--- src/rtl/serial_add3_pkg.sv ---
// Shared definitions for the bit-serial three-operand adder.
//   state_t : controller states IDLE -> RUN -> DONE -> IDLE
//   CARRY_W : width of the carry between bit positions. Three operand bits
//             plus a carry of at most 3 can reach 6, so two bits are needed.
package serial_add3_pkg;

  localparam int CARRY_W = 2;

  typedef enum logic [1:0] {
    IDLE = 2'd0,
    RUN  = 2'd1,
    DONE = 2'd2
  } state_t;

endpackage

--- src/rtl/serial_add3_seq_bit_cell.sv ---
// add3_bit_cell: combinational one-bit, three-operand adder slice.
// Ports:
//   a, b, c : operand bits
//   cin     : incoming 2-bit carry
//   s       : sum bit
//   cout    : outgoing 2-bit carry, where {cout, s} = a + b + c + cin
module add3_bit_cell
  import serial_add3_pkg::*;
(
  input  logic               a,
  input  logic               b,
  input  logic               c,
  input  logic [CARRY_W-1:0] cin,
  output logic               s,
  output logic [CARRY_W-1:0] cout
);

  logic [CARRY_W:0] total;

  assign total       = {2'b00, a} + {2'b00, b} + {2'b00, c} + {1'b0, cin};
  assign {cout, s}   = total;

endmodule

--- src/rtl/serial_add3_seq.sv ---
// serial_add3_seq: adds three unsigned WIDTH-bit operands one bit per cycle,
// LSB first, through a single shared add3_bit_cell.
// Build option: define SERIAL_ADD3_ABORT_EN to add the abort input, which
// cancels an operation that is still in RUN.
// Ports:
//   clk        : clock, rising edge
//   rst        : synchronous active-high reset
//   in_valid   : operand triple offered
//   in_ready   : operands accepted this cycle (high only in IDLE)
//   a, b, c    : unsigned operands
//   out_valid  : result available (DONE)
//   out_ready  : consumer takes the result this cycle
//   sum        : a + b + c, WIDTH+2 bits, zero whenever out_valid is low
//   busy       : high in every state except IDLE
//   abort      : (SERIAL_ADD3_ABORT_EN only) cancel a run in progress
// Latency: an accept in cycle N gives out_valid in cycle N+WIDTH+1.
module serial_add3_seq
  import serial_add3_pkg::*;
#(
  parameter int WIDTH = 8
) (
  input  logic             clk,
  input  logic             rst,
  input  logic             in_valid,
  output logic             in_ready,
  input  logic [WIDTH-1:0] a,
  input  logic [WIDTH-1:0] b,
  input  logic [WIDTH-1:0] c,
  output logic             out_valid,
  input  logic             out_ready,
  output logic [WIDTH+1:0] sum,
`ifdef SERIAL_ADD3_ABORT_EN
  input  logic             abort,
`endif
  output logic             busy
);

  localparam int                CNT_W    = $clog2(WIDTH + 1);
  localparam logic [CNT_W-1:0]  LAST_BIT = CNT_W'(WIDTH - 1);

  state_t             state;
  logic [WIDTH-1:0]   a_sr;
  logic [WIDTH-1:0]   b_sr;
  logic [WIDTH-1:0]   c_sr;
  logic [CARRY_W-1:0] carry;
  logic [CNT_W-1:0]   cnt;
  // Result accumulates here LSB first; it is only visible on sum in DONE.
  logic [WIDTH+1:0]   acc;

  logic               cell_s;
  logic [CARRY_W-1:0] cell_cout;

  add3_bit_cell u_cell (
    .a    (a_sr[0]),
    .b    (b_sr[0]),
    .c    (c_sr[0]),
    .cin  (carry),
    .s    (cell_s),
    .cout (cell_cout)
  );

  always_ff @(posedge clk) begin
    if (rst) begin
      state     <= IDLE;
      in_ready  <= 1'b1;
      out_valid <= 1'b0;
      busy      <= 1'b0;
      carry     <= '0;
      cnt       <= '0;
      acc       <= '0;
    end else begin
      case (state)
        IDLE: begin
          if (in_valid) begin
            a_sr     <= a;
            b_sr     <= b;
            c_sr     <= c;
            carry    <= '0;
            cnt      <= '0;
            acc      <= '0;
            state    <= RUN;
            in_ready <= 1'b0;
            busy     <= 1'b1;
          end
        end

        RUN: begin
`ifdef SERIAL_ADD3_ABORT_EN
          if (abort) begin
            state    <= IDLE;
            in_ready <= 1'b1;
            busy     <= 1'b0;
          end else
`endif
          begin
            a_sr               <= a_sr >> 1;
            b_sr               <= b_sr >> 1;
            c_sr               <= c_sr >> 1;
            carry              <= cell_cout;
            cnt                <= cnt + CNT_W'(1);
            acc[WIDTH-1:0]     <= {cell_s, acc[WIDTH-1:1]};
            // On the last bit the outgoing carry becomes the top two sum bits.
            if (cnt == LAST_BIT) begin
              acc[WIDTH+1:WIDTH] <= cell_cout;
              state              <= DONE;
              out_valid          <= 1'b1;
            end
          end
        end

        DONE: begin
          if (out_ready) begin
            state     <= IDLE;
            out_valid <= 1'b0;
            in_ready  <= 1'b1;
            busy      <= 1'b0;
            acc       <= '0;
          end
        end

        default: begin
          state     <= IDLE;
          out_valid <= 1'b0;
          in_ready  <= 1'b1;
          busy      <= 1'b0;
        end
      endcase
    end
  end

  // Partial results in acc during RUN must not leak onto sum.
  assign sum = out_valid ? acc : '0;

endmodule

--- config.mk ---
export PLATFORM = sky130hd
export DESIGN_NAME = serial_add3_seq
export DESIGN_NICKNAME = d
export VERILOG_FILES = /design/src/rtl/serial_add3_pkg.sv /design/src/rtl/serial_add3_seq_bit_cell.sv /design/src/rtl/serial_add3_seq.sv
export SDC_FILE = /design/constraint.sdc
export NUM_CORES = 1
export LEC_CHECK = 0
export ABC_AREA = 1
export BUFFER_PORTS_ARGS = -buffer_cell sky130_fd_sc_hd__buf_2
export CAP_MARGIN = 10
export CORE_UTILIZATION = 35
export CTS_CLUSTER_SIZE = 14
export DETAILED_ROUTE_END_ITERATION = 16
export MAX_ROUTING_LAYER = met4
export RECOVER_POWER = 50
export SKIP_LAST_GASP = 1
export SLEW_MARGIN = 20
export SYNTH_ARGS = -nofsm -noshare
export SYNTH_HDL_FRONTEND = slang
export SYNTH_SLANG_ARGS = --single-unit
export TNS_END_PERCENT = 1
--- constraint.sdc ---
create_clock -name clk -period 2.8 [get_ports clk]
set_input_delay 0.14 -clock clk [delete_from_list [all_inputs] [get_ports clk]]
set_output_delay 0.14 -clock clk [all_outputs]
set_load 0.05 [all_outputs]
== Yosys cells after proc, flatten, opt, wreduce, memory -nomap -nowiden ==
Index checks and enable logic that the tools add are counted.
W data, S select, Z words.

* Input port bits: 28
* Output and inout port bits: 13
* Register bits: 45

* Reductions and logical operators: 10
* Eq/ne operators: 6
* Add/sub/neg operators: 4
* Mux-type cells: 27
* Bitwise gates (word level): 3

{| class="wikitable"
|+ Operators with widths
! kind !! number
|-
| $pmux W8 S2 || 3
|-
| $mux W10 || 3
|-
| $pmux W10 S3 || 1
|-
| $mux W8 || 3
|-
| $reduce_and A3 Y1 || 5
|-
| $mux W2 || 5
|-
| $pmux W1 S3 || 3
|-
| $pmux W4 S2 || 1
|-
| $ne A2 B2 Y1 const B || 3
|-
| $pmux W2 S3 || 1
|-
| $mux W1 || 5
|-
| $add A4 B1 Y4 const B || 1
|-
| $eq A4 B3 Y1 const B || 1
|-
| $mux W4 || 1
|-
| $pmux W2 S2 || 1
|-
| $reduce_and A4 Y1 || 1
|-
| $add A3 B1 Y3 || 1
|-
| $add A3 B2 Y3 || 1
|-
| $not A1 Y1 || 3
|-
| $reduce_bool A3 Y1 || 1
|-
| $add A1 B1 Y2 || 1
|-
| $eq A2 B1 Y1 const B || 1
|-
| $eq A2 B2 Y1 const B || 1
|-
| $logic_not A2 Y1 || 1
|-
| other kinds (2) || 2
|}

== Longest topological paths before layout ==
Gate-level depths: netlist (run 1).

* Depth after elaboration: 5
* Gate-level depth with buffers: 9
* Mapped depth without buffers: 9

== Hierarchy ==
A second synthesis (run 1) with hierarchy kept.

* Cell total of the unflattened synthesis: 237
* Area total of the unflattened synthesis: 2,004.4 µm²

{| class="wikitable"
|+ Modules (own cells, without submodules)
! module !! area an instance (µm²) !! sequential area each (µm²) !! times used !! cells each
|-
| serial_add3_seq || 1,951.9 || 1,141.1 || 1 || 234
|-
| add3_bit_cell || 52.6 || 0.0 || 1 || 3
|}

== Worst setup path before layout (run 1) ==
Ideal clock, no wire load.

* Path type: flip-flop to flip-flop
* Start: reg state[1]
* End: reg a_sr[0] (enable)
* Slack: 651 ps
* Data arrival time: 1,745 ps
* Setup time: 405 ps
* Period minus slack after synthesis: 2,149 ps
* Cell stages (with the launch flop): 6
* Cells stage by stage: dfxtp_1 > nor2_1 > nand2_1 > inv_1 > nor2_2 > nor2_1

* Cells in the longest elaborated chain, start to end: 3
* Elaborated cells on any way between the ends: 5

{| class="wikitable"
|+ RTL lines
! item !! RTL line !! text
|-
| start: declaration || serial_add3_seq.sv:41 || <nowiki>state_t state;</nowiki>
|-
| start signal: assignment || serial_add3_seq.sv:64 || <nowiki>state <= IDLE;</nowiki>
|-
| start signal: assignment || serial_add3_seq.sv:81 || <nowiki>state <= RUN;</nowiki>
|-
| start signal: assignment || serial_add3_seq.sv:105 || <nowiki>state <= DONE;</nowiki>
|-
| $eq A2 B1 Y1 or $logic_not A2 Y1 (tied branches) || serial_add3_seq.sv:72 || <nowiki>case (state)</nowiki>
|-
| $reduce_bool A2 Y1 (no line) or $ne A2 B2 Y1 (tied branches) || - ||
|-
| $reduce_and A3 Y1 (no line) * || - ||
|-
| end signal: assignment || serial_add3_seq.sv:96 || <nowiki>a_sr <= a_sr >> 1;</nowiki>
|-
| end: declaration || serial_add3_seq.sv:42 || <nowiki>logic [WIDTH-1:0] a_sr;</nowiki>
|}

Every way passes the cells marked *; elsewhere a longest branch is shown, timed or not.
A chain may end at the register's enable or synchronous reset.

== Worst setup path after layout (run 1) ==
* Start: reg state[0]
* End: reg b_sr[7] (enable)

* Cells in the longest elaborated chain, start to end: 3
* Elaborated cells on any way between the ends: 5

{| class="wikitable"
|+ RTL lines
! item !! RTL line !! text
|-
| $eq A2 B1 Y1 or $logic_not A2 Y1 (tied branches) || serial_add3_seq.sv:72 ||
|-
| $reduce_bool A2 Y1 (no line) or $ne A2 B2 Y1 (tied branches) || - ||
|-
| $reduce_and A3 Y1 (no line) * || - ||
|-
| end signal: assignment || serial_add3_seq.sv:97 || <nowiki>b_sr <= b_sr >> 1;</nowiki>
|-
| end: declaration || serial_add3_seq.sv:43 || <nowiki>logic [WIDTH-1:0] b_sr;</nowiki>
|}

Marked as above.

==> impl_results.md, run 1 <==
- Status: finished, final reports clean
- Mapped Cells: 241
- Postcts setup bufs: 0
- Final Hold Vio Count: 0
- Post-Route Setup TNS: 0 ps
- Final GP Congestion: 0.716
- CTS sink cnt: 45
- Worst vdd ir: 0.366 mV
- Inst Count DP: 347
- Synthesized area per cell: 8.25 µm²
- Top delay family on crit path: simple AND/OR/NAND/NOR gates
- HP Class: primary input to flop
- Layout cells sized above 1: 13.1%
- DRC viols: 0
- H-tree depth: 2
- Antenna violations before repair: 0
- DRT iter0 DRCs: 50
- Die Span Y: 77.4 µm
- Largest net degree at the start of global routing: 28
- First-pass GRT wire length: 6.27 mm
- Cell Pwr Density: 598 nW/µm²
- Most frequent cells in the layout: nand2_1, inv_1, buf_2
- Sw power: 0.387 mW
- Final setup viols: 0
- Worst hold slack: 106 ps
- WL per Instance: 10.4 µm
- Crit Path Class: flop to flop
- Clk root buf: clkbuf_8
- Final worst-path cycle share: 74.6%
- Worst skew pair latency: 290 ps
- Comb pwr share: 15.8%
- Flop pwr share: 56.6%
- Synth warnings: 0
- Router iterations before antenna repair: 4
- Sw Share: 28.0%
- Post-cts hold buffer count: 0
- R2r setup slk: 710 ps
- Worst EP required: 2770 ps
- Final Util: 42.0%
- Worst Clk Skew: 5.52 ps
- Clock share of power: 27.5%
- WP data arrival: 2060 ps
- Buffers & Inverters on Critical Path: 2
- Crit-path cells: inv_1 -> nor2_1 -> nor2_1 -> nor2_2 -> buf_4
- CP Max Fanout: 24
- Total power: 1.38 mW
- Via count: 1,585
- Final Slew Violations: 0
- CP Launch Type: flop
- Rows: 27
- Post-layout min period: 2090 ps
- Fmax: 479 MHz
- Via/cell ratio: 4.46
- Drt total wl: 3.68 mm
- RSZ-0062 raised after global routing: false
- Synthesized Nets: 273
- Synth Register Bits: 45
- Vias in the first global route: 1,427
- Most common cell after layout, fill and taps aside: nand2_1
- Number of buffers added on ports: 40
- Post-cts sizing count: 0
- Diodes inserted: 0
- Die area: 5990 µm²
- Initial Utilization: 36.1%
- Max incr delay on CP: 540 ps
- Post-DP HPWL: 2.46 mm
- Slew HR: 38.6%
- Internal power: 0.996 mW
- Gr ovfl total: 0
- Post-synth cell types: 19
- Die width: 77.4 µm
- Worst Tran Pin Value: 919 ps
- CTS max path bufs: 2
- Core area: 5510 µm²
- Leakage: 1.08 nW
- Max-cap viol count: 0
- Ports: 41
- CP endpoint kind: flop
- Slowest CP cell: nor2_1
- Sequential share of the synthesized area: 57.4%
- Total GRT Usage: 13.8%
- Post-DRT Antenna Nets: 0
- Syn-to-layout area delta: 16.4%
- Mapped Area: 1990 µm²
- Reg clk slew, reported paths: 80 ps
- CTS tree: done
- Num CTS Buffers: 5
- Final Non-Filler Cells: 355
- Crit-path most repeated cell: nor2_1
- Final nets: 314
-- power by group through the flow --
| stage | Sequential (mW) | Combinational [mW] | Clock (mW) |
|---|---|---|---|
| final | 0.783 | 0.219 | 0.381 |
| after global routing | 0.791 | 0.253 | 0.422 |
| after CTS | 0.785 | 0.229 | 0.396 |
| after detailed placement | 0.800 | 0.228 | 0 |
| after global placement | 0.798 | 0.226 | 0 |
| after floorplan | 0.810 | 0.151 | 0 |
-- state kept, by name, summed over array words and instances (netlist names) --
| signal | flops |
|---|---|
| carry | 2 |
| c_sr | 8 |
| out_valid | 1 |
| busy | 1 |
| b_sr | 8 |
| acc | 10 |
| in_ready | 1 |
| a_sr | 8 |
| state | 2 |
| cnt | 4 |
-- logic make-up after synthesis --
logic type,Yosys count,synth area share [%]
AOI/OAI and AO/OA,23,5.98
and+or+nand+nor,132,26.1
buffers and inverters,37,7.24
DFF,45,57.4
adders and majority gates,4,3.27
-- layout make-up --
class	instances	area (µm²)
clock inverters	3	12.5
repair buffers	42	196
flip-flops and latches	45	1140
multi-input cells	159	696
clock buffers	5	68.8
fillers	584	3190
well taps	72	90.1
inverters	29	109
-- Yosys cell counts, drive strengths merged --
cell	instances	area [µm²]
nand2	108	405
dfxtp	21	420
or2	1	6.26
buf	4	20.0
nand4	1	6.26
nor2	15	66.3
a21oi	17	85.1
inv	29	109
ha	2	25.0
fa	2	40.0
clkbuf	4	15.0
o22ai	1	6.26
nand3	7	35.0
o21ai	4	20.0
edfxtp	24	721
o31ai	1	7.51
-- per-stage QoR --
| step | area [µm²] | setup slack, ps |
|---|---|---|
| floorplan | 1990 | 651 |
| global placement | 2260 | 890 |
| detailed placement | 2260 | 832 |
| CTS | 2340 | 824 |
| global route | 2310 | 463 |
| finish | 2310 | 712 |
-- worst min-delay path, stage by stage --
cell	delay (ps)
buf_2	80
o21ai_0	70
nand3_1	80
-- final timing paths --
path             start  cells past startpoint       end
min reg2reg       busy                      2      busy
max           state[0]                      5   b_sr[7]
min          out_ready                      3  in_ready
max reg2reg   state[0]                      5   b_sr[7]
-- metal layers --
metal	share of wire [%]	vias up	global-route usage (%)
met1	49	712	15.9
met5	0	-	-
li1	-	829	-
met2	45	42	23.0
met3	5.3	2	3.65
met4	0.73	0	5.09
Power figures use the tool's default switching activity.
==> run 2: changes to the inputs <==
- ABC_AREA: 1 -> 0
- clock period: 2.8 -> 2.1 ns (I/O delays scaled with it)
==> run 2 against run 1 <==
Global-route usage down 1.3 points; non-clock buffer count up 3; critical path depth increased by 2; clock-buffer cell count is the same; wire length is 13% lower; total power grew 30%; sequential share of layout area shrank 0.11 points; design area rose by 0.22%; highest routed layer unchanged.
==> impl_results.md, run 2 <==
- Post-synth top area share: 36.4% (was 36.2%)
- Leakage: 0.874 nW (was 1.08 nW)
- R2r setup slk: 190 ps (was 710 ps)
- Post-DP HPWL: 2.14 mm (was 2.46 mm)
- Number of buffers added on ports: 40 (unchanged)
- HP Class: primary input to flop (unchanged)
- Rows: 27 (unchanged)
- Fmax: 522 MHz (was 479 MHz)
- CP Max Fanout: 2 (was 24)
- Synth cell count leaders: edfxtp_1, dfxtp_1, mux2_2, and2_1 (was nand2_1, inv_1, edfxtp_1, dfxtp_1, a21oi_1)
- Most common cell after layout, fill and taps aside: buf_2 (was nand2_1)
- Syn-to-layout area delta: 17.0% (was 16.4%)
- Gr ovfl total: 0 (unchanged)
- Ranking of synthesized cells by area: edfxtp_1, dfxtp_1, mux2_2 (was edfxtp_1, dfxtp_1, nand2_1)
- Busiest grt layer: met2 (unchanged)
- Die width: 77.3 µm (was 77.4 µm)
- Ports: 41 (unchanged)
- Synthesized Nets: 180 (was 273)
- H-tree depth: 2 (unchanged)
- WL per Instance: 12.1 µm (was 10.4 µm)
- First-pass GRT wire length: 5.53 mm (was 6.27 mm)
- Cell Pwr Density: 776 nW/µm² (was 598 nW/µm²)
- Synthesized area per cell: 13.4 µm² (was 8.25 µm²)
- Crit Path Class: flop to flop (unchanged)
- Worst vdd ir: 0.362 mV (was 0.366 mV)
- CTS max path bufs: 2 (unchanged)
- Post-DRT Antenna Nets: 0 (unchanged)
- Area of the multi-input gates: 747 µm² (was 696 µm²)
- Core area: 5470 µm² (was 5510 µm²)
- Largest Register: acc (unchanged)
- Worst Tran Pin Value: 642 ps (was 919 ps)
- Die Span Y: 77.3 µm (was 77.4 µm)
- Vias in the first global route: 1,218 (was 1,427)
- Post-cts hold buffer count: 0 (unchanged)
- Met3 GRT Util: 3.93% (was 3.65%)
- CP endpoint kind: flop (unchanged)
- Max-cap viol count: 0 (unchanged)
- Post-Route Setup TNS: 0 ps (unchanged)
- Die area: 5970 µm² (was 5990 µm²)
- Post-synthesis async set-or-reset flop share: 0% (unchanged)
- Clk root buf: clkbuf_8 (unchanged)
- Antenna violations before repair: 0 (unchanged)
- Met1 global-route usage: 15.0% (was 15.9%)
- Final Slew Violations: 0 (unchanged)
- WP data arrival: 2100 ps (was 2060 ps)
- Primary FF master, synth: edfxtp_1 (unchanged)
- Post-layout min period: 1910 ps (was 2090 ps)
- CP Launch Type: flop (unchanged)
- Worst skew pair latency: 300 ps (was 290 ps)
- Synth Register Bits: 45 (unchanged)
- Yosys top cell by area: edfxtp_1 (unchanged)
- Post-cts sizing count: 0 (unchanged)
- Count leader, synth: edfxtp_1 (was nand2_1)
- Final Util: 42.4% (was 42.0%)
- Grt met2 use: 18.5% (was 23.0%)
- Status: finished, final reports clean (unchanged)
- Final GP Congestion: 0.739 (was 0.716)
- Total of fill cells in the finished design: 544 (was 584)
- Final setup viols: 0 (unchanged)
- Postcts setup bufs: 0 (unchanged)
- Mapped Cells: 148 (was 241)
- CTS tree: done (unchanged)
- EDFF count, synth: 24 (unchanged)
- Mapped Area: 1980 µm² (was 1990 µm²)
- Worst Clk Skew: 6.93 ps (was 5.52 ps)
- Router iterations before antenna repair: 4 (unchanged)
- Register Area: 1140 µm² (unchanged)
- Drt total wl: 3.19 mm (was 3.68 mm)
- Final Hold Vio Count: 0 (unchanged)
- Total GRT Usage: 12.5% (was 13.8%)
- Final worst-path cycle share: 91.2% (was 74.6%)
- Largest net degree at the start of global routing: 29 (was 28)
- Via/cell ratio: 4.77 (was 4.46)
- RSZ-0062 raised after global routing: false (unchanged)
- Synth warnings: 0 (unchanged)
- CTS sink cnt: 45 (unchanged)
- Layout cells sized above 1: 34.0% (was 13.1%)
- Sequential share of the synthesized area: 57.6% (was 57.4%)
- Max reg flops: 10 (unchanged)
- Initial Utilization: 36.2% (was 36.1%)
- Slew HR: 57.1% (was 38.6%)
- Most frequent cells in the layout: buf_2, edfxtp_1, mux2_2, dfxtp_1, clkbuf_1 (was nand2_1, inv_1, buf_2)
- Num CTS Buffers: 5 (unchanged)
- Reg clk slew, reported paths: 80 ps (about the same)
- Worst EP required: 2290 ps (was 2770 ps)
- Diodes inserted: 0 (unchanged)
- Via count: 1,255 (was 1,585)
- Post-synth cell types: 35 (was 19)
- DRC viols: 0 (unchanged)
- Final nets: 223 (was 314)
- DRT iter0 DRCs: 48 (was 50)
## run 2: cell count changes in the layout (fill, tap and decap cells not counted), moves of 3 or more
| cell | change |
|---|---|
| a32o_1 | +3 |
| nand2_1 | -103 |
| nand3_1 | -5 |
| a22oi_1 | +3 |
| buf_4 | +3 |
| nor2b_1 | +3 |
| a21oi_1 | -14 |
| a22o_1 | +7 |
| mux2_2 | +21 |
| nor2_1 | -8 |
| and2_1 | +11 |
| inv_1 | -24 |
## run 2: cell type report
cell class              instances  share of cell area, %
clock buffers                   5                   2.97
inverters                       5                  0.809
multi-input cells              89                   32.2
clock inverters                 2                   1.51
repair buffers                 45                   9.39
well taps                      72                   3.89
flip-flops and latches         45                   49.2
## run 2: per-layer routing
layer  routed length, µm  part of all wire, %
met4                  77                  2.4
met5                   0                    0
met2                1340                   42
met3                 219                  6.9
met1                1560                   49
## run 2: critical path, stage by stage (launching register included)
cell and delay, ps:
edfxtp_1 370, ha_1 280, inv_1 50, fa_1 360, inv_1 80, fa_1 420
a22oi_1 190, nor2_1 50
## run 2: power breakdown
part           total, mW  leakage (nW)  switching (mW)  internal [mW]
Sequential         0.991         0.400          0.0136          0.978
Combinational      0.176         0.420          0.0902         0.0857
Clock              0.633        0.0540           0.287          0.346
## run 2: final timing paths
| path | endpoint | depth (start not counted) | start |
|---|---|---|---|
| setup / recovery | carry[0] | 7 | b_sr[0] |
| hold reg to reg | acc[9] | 1 | acc[9] |
| hold / removal | b_sr[7] | 2 | b[7] |
| setup reg to reg | carry[0] | 7 | b_sr[0] |
## run 2: logic make-up (layout without fill, tap and decap cells)
| kind of cell | after synthesis | count (layout) | synth area share (%) |
|---|---|---|---|
| mux | 22 | 22 | 12.4 |
| buf+inv | 14 | 57 | 4.36 |
| flops | 45 | 45 | 57.6 |
| simple gates | 36 | 36 | 11.0 |
| compound gates | 27 | 27 | 11.4 |
| fa+ha+maj | 4 | 4 | 3.28 |
## run 2: through the flow
step           setup slack (ps)  cells  instance area (µm²)  power, mW  hold slack [ps]
2_1_floorplan               278    148                 1980       1.14              220
5_1_grt                    59.1    263                 2320       1.87             86.4
6_report                    185    263                 2320       1.80             92.6
3_3_place_gp                235    256                 2240       1.19              397
3_5_place_dp                187    256                 2240       1.20              400
4_1_cts                     170    263                 2350       1.83             80.4
